`src/rtl/tdm_pkg.sv`:
```
// rtl/tdm_pkg.sv - shared types and helpers for the TDM word demultiplexer
package tdm_pkg;

  typedef enum logic {
    SYNC = 1'b0,
    RUN  = 1'b1
  } tdm_state_t;

  // Slot counter width; guarded so a degenerate channel count still yields a legal width.
  function automatic int slot_w(input int n_ch);
    return (n_ch <= 1) ? 1 : $clog2(n_ch);
  endfunction

endpackage

```
`src/rtl/tdm_demux_dec.sv`:
```
// rtl/tdm_demux_dec.sv - slot index plus write strobe to one-hot channel write enables
module tdm_demux_dec
  import tdm_pkg::*;
#(
  parameter int N_CH = 4,
  parameter int SW   = slot_w(N_CH)
) (
  input  logic [SW-1:0]   sel_i,
  input  logic            we_i,
  output logic [N_CH-1:0] en_o
);

  // Compare per channel so out-of-range codes for non-power-of-two N_CH enable nothing.
  always_comb begin
    en_o = '0;
    for (int k = 0; k < N_CH; k++) begin
      en_o[k] = we_i && (sel_i == SW'(k));
    end
  end

endmodule

```
`src/rtl/tdm_demux.sv`:
```
// rtl/tdm_demux.sv - TDM receiver: slot-steered channel capture with frame sync and error flagging
module tdm_demux
  import tdm_pkg::*;
#(
  parameter int N_CH = 4,
  parameter int W    = 8
) (
  input  logic              clk,
  input  logic              rst_n,
  input  logic              in_valid,
  input  logic              in_sof,
  input  logic [W-1:0]      in_data,
  output logic              out_valid,
  output logic [N_CH*W-1:0] out_data,
  output logic              frame_err
);

  localparam int SW = slot_w(N_CH);
  localparam logic [SW-1:0] LAST_SLOT = SW'(N_CH - 1);
  localparam logic [SW-1:0] SLOT_ONE  = SW'(1);

  tdm_state_t         state_q, state_d;
  logic [SW-1:0]      slot_q, slot_d;
  logic [N_CH*W-1:0]  work_q, work_d;
  logic [N_CH*W-1:0]  out_data_q, out_data_d;
  logic               out_valid_q, out_valid_d;
  logic               frame_err_q, frame_err_d;

  logic               wr_strobe;
  logic [SW-1:0]      wr_slot;
  logic               complete;
  logic [N_CH-1:0]    wr_en;

  always_comb begin
    state_d     = state_q;
    slot_d      = slot_q;
    wr_strobe   = 1'b0;
    wr_slot     = slot_q;
    complete    = 1'b0;
    frame_err_d = 1'b0;
    if (in_valid) begin
      unique case (state_q)
        SYNC: begin
          if (in_sof) begin
            wr_strobe = 1'b1;
            wr_slot   = '0;
            slot_d    = SLOT_ONE;
            state_d   = RUN;
          end
        end
        RUN: begin
          if (in_sof) begin
            // Early SOF restarts the frame; stale channels are overwritten before completion.
            frame_err_d = (slot_q != '0);
            wr_strobe   = 1'b1;
            wr_slot     = '0;
            slot_d      = SLOT_ONE;
          end else if (slot_q == '0) begin
            frame_err_d = 1'b1;
            state_d     = SYNC;
          end else begin
            wr_strobe = 1'b1;
            wr_slot   = slot_q;
            if (slot_q == LAST_SLOT) begin
              slot_d   = '0;
              complete = 1'b1;
            end else begin
              slot_d = slot_q + SLOT_ONE;
            end
          end
        end
        default: state_d = SYNC;
      endcase
    end
  end

  tdm_demux_dec #(
    .N_CH(N_CH),
    .SW  (SW)
  ) u_dec (
    .sel_i(wr_slot),
    .we_i (wr_strobe),
    .en_o (wr_en)
  );

  // The completed frame is taken from the next-state working set so the final word is included.
  always_comb begin
    work_d = work_q;
    for (int k = 0; k < N_CH; k++) begin
      if (wr_en[k]) work_d[k*W +: W] = in_data;
    end
    out_data_d  = complete ? work_d : out_data_q;
    out_valid_d = complete;
  end

  always_ff @(posedge clk or negedge rst_n) begin
    if (!rst_n) begin
      state_q     <= SYNC;
      slot_q      <= '0;
      work_q      <= '0;
      out_data_q  <= '0;
      out_valid_q <= 1'b0;
      frame_err_q <= 1'b0;
    end else begin
      state_q     <= state_d;
      slot_q      <= slot_d;
      work_q      <= work_d;
      out_data_q  <= out_data_d;
      out_valid_q <= out_valid_d;
      frame_err_q <= frame_err_d;
    end
  end

  assign out_valid = out_valid_q;
  assign out_data  = out_data_q;
  assign frame_err = frame_err_q;

endmodule
```
`config.mk`:
```
export PLATFORM = sky130hd
export DESIGN_NAME = tdm_demux
export DESIGN_NICKNAME = d
export VERILOG_FILES = /design/src/rtl/tdm_pkg.sv /design/src/rtl/tdm_demux_dec.sv /design/src/rtl/tdm_demux.sv
export SDC_FILE = /design/constraint.sdc
export NUM_CORES = 1
export LEC_CHECK = 0
export ABC_AREA = 1
export CAP_MARGIN = 5
export CORE_MARGIN = 4
export CORE_UTILIZATION = 50
export CTS_CLUSTER_DIAMETER = 100
export DETAILED_ROUTE_END_ITERATION = 8
export PLACE_DENSITY = 0.74
export SLEW_MARGIN = 20
export SYNTH_ARGS = -nofsm -noshare
export SYNTH_HDL_FRONTEND = slang
export SYNTH_SLANG_ARGS = --single-unit
```
`constraint.sdc`:
```
create_clock -name clk -period 2.81 [get_ports clk]
set_input_delay 0.562 -clock clk [delete_from_list [all_inputs] [get_ports clk]]
set_output_delay 0.562 -clock clk [all_outputs]
set_load 0.1 [all_outputs]
```
## Yosys cells after proc, flatten, opt, wreduce, memory -nomap -nowiden

Index checks and enable logic that the tools add are counted.

- Register bits after elaboration: 69

- $add $sub $neg: 1
- Equality and inequality tests: 6
- Muxes and demuxes: 25
- Bitwise gates (word level): 1
- Reductions and logical operators: 8

Operator list:

| kind | number |
|---|---|
| $mux W8 | 4 |
| $mux W1 | 13 |
| $mux W2 | 6 |
| $eq A2 B2 Y1 const B | 3 |
| $logic_and A1 B1 Y1 | 4 |
| $logic_not A2 Y1 | 2 |
| $pmux W2 S2 | 1 |
| $ne A3 B3 Y1 const B | 1 |
| $reduce_and A3 Y1 | 1 |
| $add A2 B1 Y2 const B | 1 |
| $eq A2 B1 Y1 const B | 1 |
| $ne A2 B2 Y1 const B | 1 |
| $pmux W1 S2 | 1 |
| $reduce_bool A2 Y1 | 1 |
| $not A1 Y1 | 1 |

## Depth between registers and ports, before layout

Gate-level depths: netlist of run 1.

- Depth after elaboration: 7
- Mapped depth: 11
- Mapped depth without buffers: 9

## Modules after synthesis

From an unflattened synthesis of run 1, not the netlist that was laid out.

- Cell total of the unflattened synthesis: 315
- Area total of the unflattened synthesis: 2765.2 um^2

By module, submodules not included:

| module | instances | cells an instance | area an instance (um^2) | seq. area each (um^2) |
|---|---|---|---|---|
| tdm_demux | 1 | 307 | 2735.1 | 1726.7 |
| tdm_demux_dec | 1 | 8 | 30.0 | 0.0 |

## Least setup slack after synthesis of run 1

No wires, ideal clock.

- Kind: reg2reg
- From: reg slot_q[0]
- To: reg work_q[24]
- Library setup time: 0.119 ns
- Arrival: 1.711 ns
- Path slack: 0.980 ns
- Cell stages (with the launch flop): 11
- Path buffers: 2
- Clock period less this slack: 1.830 ns
- Path through: dfrtp_1 > clkbuf_2 > inv_1 > ha_1 > ha_1 > nand2_1 > inv_1 > a21oi_2 > buf_4 > nand3_1 > and2_1

- Cells in the longest elaborated chain, start to end: 7
- Elaborated cells on any way between the ends: 10
- Classes of those cells: eq/ne (1); mux (7); reduce/logical (2)

RTL lines:

| what | RTL line | text |
|---|---|---|
| from (decl) | tdm_demux.sv:23 | `logic [SW-1:0] slot_q, slot_d;` |
| from (signal assigned) | tdm_demux.sv:106 | `slot_q <= slot_d;` |
| $logic_not A2 Y1 | tdm_demux.sv:58 | `end else if (slot_q == '0) begin` |
| $mux W1 | tdm_demux.sv:58 |  |
| $mux W1 | tdm_demux.sv:52 | `if (in_sof) begin` |
| $pmux W1 S2 | tdm_demux.sv:42 | `unique case (state_q)` |
| $mux W1 | tdm_demux.sv:41 | `if (in_valid) begin` |
| $logic_and A1 B1 Y1 (*) | tdm_demux_dec.sv:17 | `en_o[k] = we_i && (sel_i == SW'(k));` |
| $mux W8 (*) | tdm_demux.sv:90 | `if (wr_en[k]) work_d[k*W +: W] = in_data;` |
| net work_d[24] | tdm_demux.sv:24 | `logic [N_CH*W-1:0] work_q, work_d;` |
| to (signal assigned) | tdm_demux.sv:107 | `work_q <= work_d;` |
| to (decl) | tdm_demux.sv:24 |  |

The timed path passes the listed nets; every way through them passes the cells marked *.
A chain may end at the register's enable or synchronous reset.

## Worst setup path after layout of run 1

- From: reg slot_q[0]
- To: reg work_q[12]

The elaborated chain is that of the path after synthesis.

==> results.yml, run 1 <==
route:
  wl_per_cell_um: 14.5
  drtIter0Drc: 175
  drc: 0
  ant_nets: 0
  finalWirelength_mm: 6.50
  vias: 2301
  avgViaCountPerCell: 5.12
  drt_first_pass_iters: 4
clocking:
  clk_transition_reported_paths_ns: 0.07
  cts_max_path_buffers: 2
  cts_tree: "built"
  numClockSinks: 69
  root_buffer: "clkbuf_8"
  cts_repair_resize_count: 0
  htree_levels: 3
  cts.hold.buffers_added: 0
  numCtsBuffers: 9
  post-cts-setup-buffers: 0
  clock_latency_ns: 0.33
global_routing:
  grt_pass1_vias: 2327
  grt_usage: 0.192
  grt_max_degree: 40
  antenna_found_initial: 0
  gr-total-overflow: 0
  grt_pass1_wl_mm: 11.2
synth:
  synth_flop_cell: "dfrtp_1"
  yosysTopAreaCellShare: 0.568
  ys_ff_latch: 69
  yosysWarningCount: 0
  synthTopCellsByArea: "dfrtp_1 (57%), nand3_1 (11%), nand2_1 (9.4%)"
  avgSynthCellArea_um2: 9.39
  ys_seq_area_frac: 0.568
  syn_inst: 324
  ys_types: 20
  synth_edf_count: 0
  synth_top_area_cell: "dfrtp_1"
  async_flop_share: 1.00
  synth_nets: 340
  syn_area_um2: 3040
sta:
  setup-violations-final: 0
  skew_ns: 0.00550
  rsz0062_at_grt: "false"
  fin_crit_ns: 2.12
  slew_headroom: 0.314
  worst_pin_slew_ns: 1.03
  fin_crit_sh: 0.755
  hold_viol_final: 0
  clock.fmax_mhz: 471
  drv_slew: 0
  tns_ns: 0
layout:
  area_growth_pct: 19.4
  n_antenna_cell: 0
  drive_gt1_frac: 0.166
  nNetsFinal: 387
die:
  pin_count: 46
  die_x_um: 86.0
  start_util: 0.514
  die_h_um: 86.0
  dieArea_um2: 7400
  rows: 28
  core_um2: 5920
worst_setup_path:
  cp-start-kind: "flip-flop"
  cp.required_ns: 3.03
  critPathSlowestCell: "dfrtp_1"
  cp-end-kind: "flip-flop"
  path_cells: "inv_1, ha_1, ha_1, nand2_1, inv_1, a21oi_2, buf_4, nand3_1, and2_1"
  crit_fanout: 32
  critPathArrivalTime_ns: 2.34
  slowest_delay_ns: 0.51
  r2r_cells: 9
  crit_type: "flip-flop to flip-flop"
placement:
  gp_congestion: 0.782
  dpl.hpwl_mm: 4.30
  io_buffer_count: 45
outcome:
  status: "completed"
worst_hold_path:
  hold_class: "primary input to async pin"
run:
  drv_cap: 0
==> final cells by class <==
class | count | area [um2]
fillers | 539 | 2290
flip-flops and latches | 69 | 1730
multi-input cells | 218 | 1160
repair buffers | 48 | 395
clock buffers | 12 | 155
inverters | 25 | 93.8
well taps | 75 | 93.8
clock inverters | 2 | 10.0
==> synthesized netlist by cell type (2+ instances only) <==
master and number:
nand2_2 3, nand2_1 76, nor2_1 2, ha_1 4, and2_1 32, o21ai_0 5
o21bai_1 24, buf_2 2, nand3_1 64, clkbuf_1 5, inv_1 24, dfrtp_1 69
nand3_2 4, buf_4 4
==> per-stage QoR <==
| step | cells | hold WS (ns) | instance area [um2] | worst slack [ns] | utilization |
|---|---|---|---|---|---|
| floorplan | 324 | 0.266 | 3040 | 0.980 | - |
| global placement | 435 | 0.465 | 3470 | 0.444 | 0.586 |
| detailed placement | 435 | 0.466 | 3470 | 0.410 | 0.586 |
| CTS | 449 | 0.299 | 3630 | 0.693 | 0.613 |
| global route | 449 | 0.339 | 3630 | 0.531 | 0.613 |
| finish | 449 | 0.285 | 3630 | 0.688 | 0.613 |
==> per-layer routing <==
metal  up-vias  GRT usage  routed length [um]
met1      1109      0.271                3060
met3         8     0.0346                 295
met4         0     0.0647                  87
met5         -          0                   0
met2        45      0.298                3070
li1       1139          -                   -
==> kinds of logic (layout without fill, tap and decap cells) <==
logic type,Yosys count,in the layout,share of synthesized area
adders and majority gates,4,4,0.0165
DFF,69,69,0.568
buffers and inverters,37,87,0.0518
and+or+nand+nor,183,183,0.291
AOI/OAI and AO/OA,31,31,0.0732
==> sequential cells by signal, indices dropped and copies added (netlist names) <==
signal	flops
slot_q	2
out_valid	1
state_q	1
work_q	32
out_data	32
frame_err	1
==> critical path, delay by kind of cell (launching register included) <==
family	cells	cell delay, ns
flip-flops	1	0.51
buffers and inverters	3	0.50
AND/OR/NAND/NOR	3	0.48
adder cells (fa/ha/maj)	2	0.41
AO/OA/AOI/OAI	1	0.09
==> final timing paths <==
path	from	to	slack (ns)
worst min register to register	out_data[1]$_DFFE_PN0P_	out_data[1]$_DFFE_PN0P_	0.48
worst max-delay path	slot_q[0]$_DFFE_PN0P_	work_q[12]$_DFF_PN0_	0.69
min in group clk	out_data[1]$_DFFE_PN0P_	out_data[1]$_DFFE_PN0P_	0.48
max in group asynchronous	rst_n	out_data[30]$_DFFE_PN0P_	1.88
worst max register to register	slot_q[0]$_DFFE_PN0P_	work_q[12]$_DFF_PN0_	0.69
worst min-delay path	rst_n	slot_q[1]$_DFFE_PN0P_	0.29
==> cell usage in the layout (no fill, tap or decap), drive strengths merged <==
cell type / n
dfrtp: 69
and2: 32
clkdlybuf4s50: 10
inv: 25
buf: 38
o21ai: 6
clkbuf: 12
o21bai: 24
ha: 4
clkinv: 2
nand2: 79
nand4: 1
nor2: 3
a21oi: 1
nand3: 68
Power of run 1 is not shown: default switching activity piles up to over one toggle a cycle in this logic, so the estimate is an artifact.
==> run 2, diff against run 1 <==
--- a/config.mk
+++ b/config.mk
@@ -8,7 +8,7 @@
 export ABC_AREA = 1
 export CAP_MARGIN = 5
 export CORE_MARGIN = 4
-export CORE_UTILIZATION = 50
+export CORE_UTILIZATION = 48
 export CTS_CLUSTER_DIAMETER = 100
 export DETAILED_ROUTE_END_ITERATION = 8
 export PLACE_DENSITY = 0.74
==> constraint.sdc (replaced) <==
create_clock -name clk -period 1.8 [get_ports clk]
set_input_delay 0.36 -clock clk [delete_from_list [all_inputs] [get_ports clk]]
set_output_delay 0.36 -clock clk [all_outputs]
set_load 0.1 [all_outputs]
==> run 2 against run 1 <==
  * Highest routed layer unchanged
  * Sequential cell count did not move
  * Sequential share of layout area is 10 points lower
  * Critical path depth unchanged
==> results.yml, run 2 (same netlist as run 1, synthesis figures left out) <==
die:
  rows: 28
  die_x_um: 87.6
  start_util: 0.505
  dieArea_um2: 7670
  die_h_um: 87.6
  pin_count: 46
  core_um2: 6030
layout:
  n_fill_cell: 370
  final_common_cell: "nand2_1"
  n_antenna_cell: 0
  nNetsFinal: 411
  final_area_um2: 4600
  post-route-util: 0.763
  drive_gt1_frac: 0.303
  area_growth_pct: 51.1
  multi_input_area_um2: 1360
  seq_area_um2: 1730
  mostFrequentLayoutCells: "nand2_1 (75), dfrtp_1 (69), nand3_1 (42)"
sta:
  setup_ws_ns: 0.0364
  worst_pin_slew_ns: 0.386
  drv_slew: 0
  finalHoldWorstSlack_ns: 0.0161
  fin_crit_sh: 0.980
  fin_crit_ns: 1.76
  clock.fmax_mhz: 567
  skew_ns: 0.0129
  slew_headroom: 0.740
  setup-violations-final: 0
  hold_viol_final: 0
global_routing:
  antenna_found_initial: 0
  grt_usage: 0.210
  gr-total-overflow: 0
  grt_pass1_wl_mm: 12.4
  grt_max_degree: 70
  grt_pass1_vias: 2607
pwr:
  p_leak_nw: 2.12
  pwr-share-clk: 0.155
  power_frac_seq: 0.274
  power.total_w: 0.00976
  power.internal_w: 0.00524
  combPwrFrac: 0.571
  vdd_ir_drop_max_mv: 1.84
  p_sw_frac: 0.463
  power.switching_w: 0.00451
  pwr_density_cell_nw_per_um2: 2120
worst_setup_path:
  cp-start-kind: "flip-flop"
  crit_fanout: 8
  crit_type: "flip-flop to flip-flop"
  r2r_cells: 9
  reg2reg_slack_ns: 0.04
  r2r_end: "work_q[28]$_DFF_PN0_"
  critPathArrivalTime_ns: 1.99
  cp-end-kind: "flip-flop"
  cp.required_ns: 2.03
  reg2reg_from: "slot_q[1]$_DFFE_PN0P_"
clocking:
  numClockSinks: 69
  cts.hold.buffers_added: 0
  clock_latency_ns: 0.34
  clk_transition_reported_paths_ns: 0.08
  root_buffer: "clkbuf_8"
  cts_max_path_buffers: 2
  cts_tree: "built"
  numCtsBuffers: 9
  htree_levels: 3
route:
  drt_first_pass_iters: 5
  vias: 2556
  drc: 0
  avgViaCountPerCell: 5.38
  finalWirelength_mm: 7.78
  ant_nets: 0
  wl_per_cell_um: 16.4
  drtIter0Drc: 239
outcome:
  status: "completed"
placement:
  placed_area_um2: 4080
  io_buffer_count: 45
  gp_congestion: 0.808
  dpl.hpwl_mm: 4.77
  place_ws_ns: -0.239
run:
  drv_cap: 0
worst_hold_path:
  hold_class: "primary input to async pin"
-- run 2: changes by cell type in the layout (fill, tap and decap cells not counted), moves of 3 or more --
cell | before | now
and2_1 | 32 | 28
and2_4 | 0 | 4
buf_12 | 1 | 38
buf_4 | 36 | 20
bufinv_16 | 0 | 3
inv_1 | 24 | 20
inv_2 | 1 | 4
nand3_1 | 64 | 42
nand3_2 | 4 | 20
nand3_4 | 0 | 6
-- run 2: area by class of cell --
| type | count | area share |
|---|---|---|
| Inverter | 25 | 0.0212 |
| Clock inverter | 6 | 0.0242 |
| Clock buffer | 10 | 0.0278 |
| Timing Repair Buffer | 72 | 0.234 |
| Multi-Input combinational cell | 218 | 0.296 |
| Tap cell | 75 | 0.0204 |
| Sequential cell | 69 | 0.376 |
-- run 2: how the worst max path moves through the flow --
stage                     startpoint                  endpoint  slack (ns)  depth (start not counted)
2_1_floorplan  slot_q[0]$_DFFE_PN0P_      work_q[10]$_DFF_PN0_       0.006                         10
3_5_place_dp                  in_sof       work_q[9]$_DFF_PN0_       -0.24                          9
3_3_place_gp                  in_sof  out_data[21]$_DFFE_PN0P_       -0.19                         10
6_report       slot_q[1]$_DFFE_PN0P_      work_q[28]$_DFF_PN0_        0.04                          9
5_1_grt        slot_q[0]$_DFFE_PN0P_      work_q[28]$_DFF_PN0_       -0.03                          9
4_1_cts        slot_q[0]$_DFFE_PN0P_  out_data[21]$_DFFE_PN0P_        0.02                         10
-- run 2: what timing repair did --
action | in CTS | in global routing
endpoints found under the setup margin | 2 | 64
setup buffers | 0 | 2
cloned | 0 | 3
pin swaps | 0 | 20
resized for setup | 1 | 41
-- run 2: power by group through the flow --
stage | Clock, W | Combinational, W | Sequential [W]
CTS | 0.00152 | 0.00522 | 0.00266
finish | 0.00151 | 0.00557 | 0.00267
floorplan | 0 | 0.00134 | 0.00459
global placement | 0 | 0.00509 | 0.00265
global route | 0.00159 | 0.00586 | 0.00275
detailed placement | 0 | 0.00518 | 0.00267
-- run 2: layer usage --
layer / track usage / wire (um) / vias up / share of wire
li1: - / - / 1194 / -
met1: 0.293 / 3450 / 1258 / 0.44
met2: 0.329 / 3740 / 84 / 0.48
met3: 0.0357 / 421 / 20 / 0.054
met4: 0.0823 / 169 / 0 / 0.022
met5: 0 / 0 / - / 0
-- run 2: through the flow --
stage / cells / TNS [ns]
floorplan: 324 / 0
global placement: 454 / -10.78
detailed placement: 454 / -13.59
CTS: 470 / 0
global route: 475 / -0.212
finish: 475 / 0
-- run 2: worst max-delay path, cell delays in order, from the launching register on --
cell and delay (ns):
dfrtp_1 0.38, inv_2 0.07, ha_4 0.17, ha_4 0.16, nand2_4 0.07, inv_2 0.04, a21oi_4 0.26, clkbuf_16 0.25
nand3_4 0.08, and2_4 0.17
No activity file was read; power rests on OpenSTA's default activity.
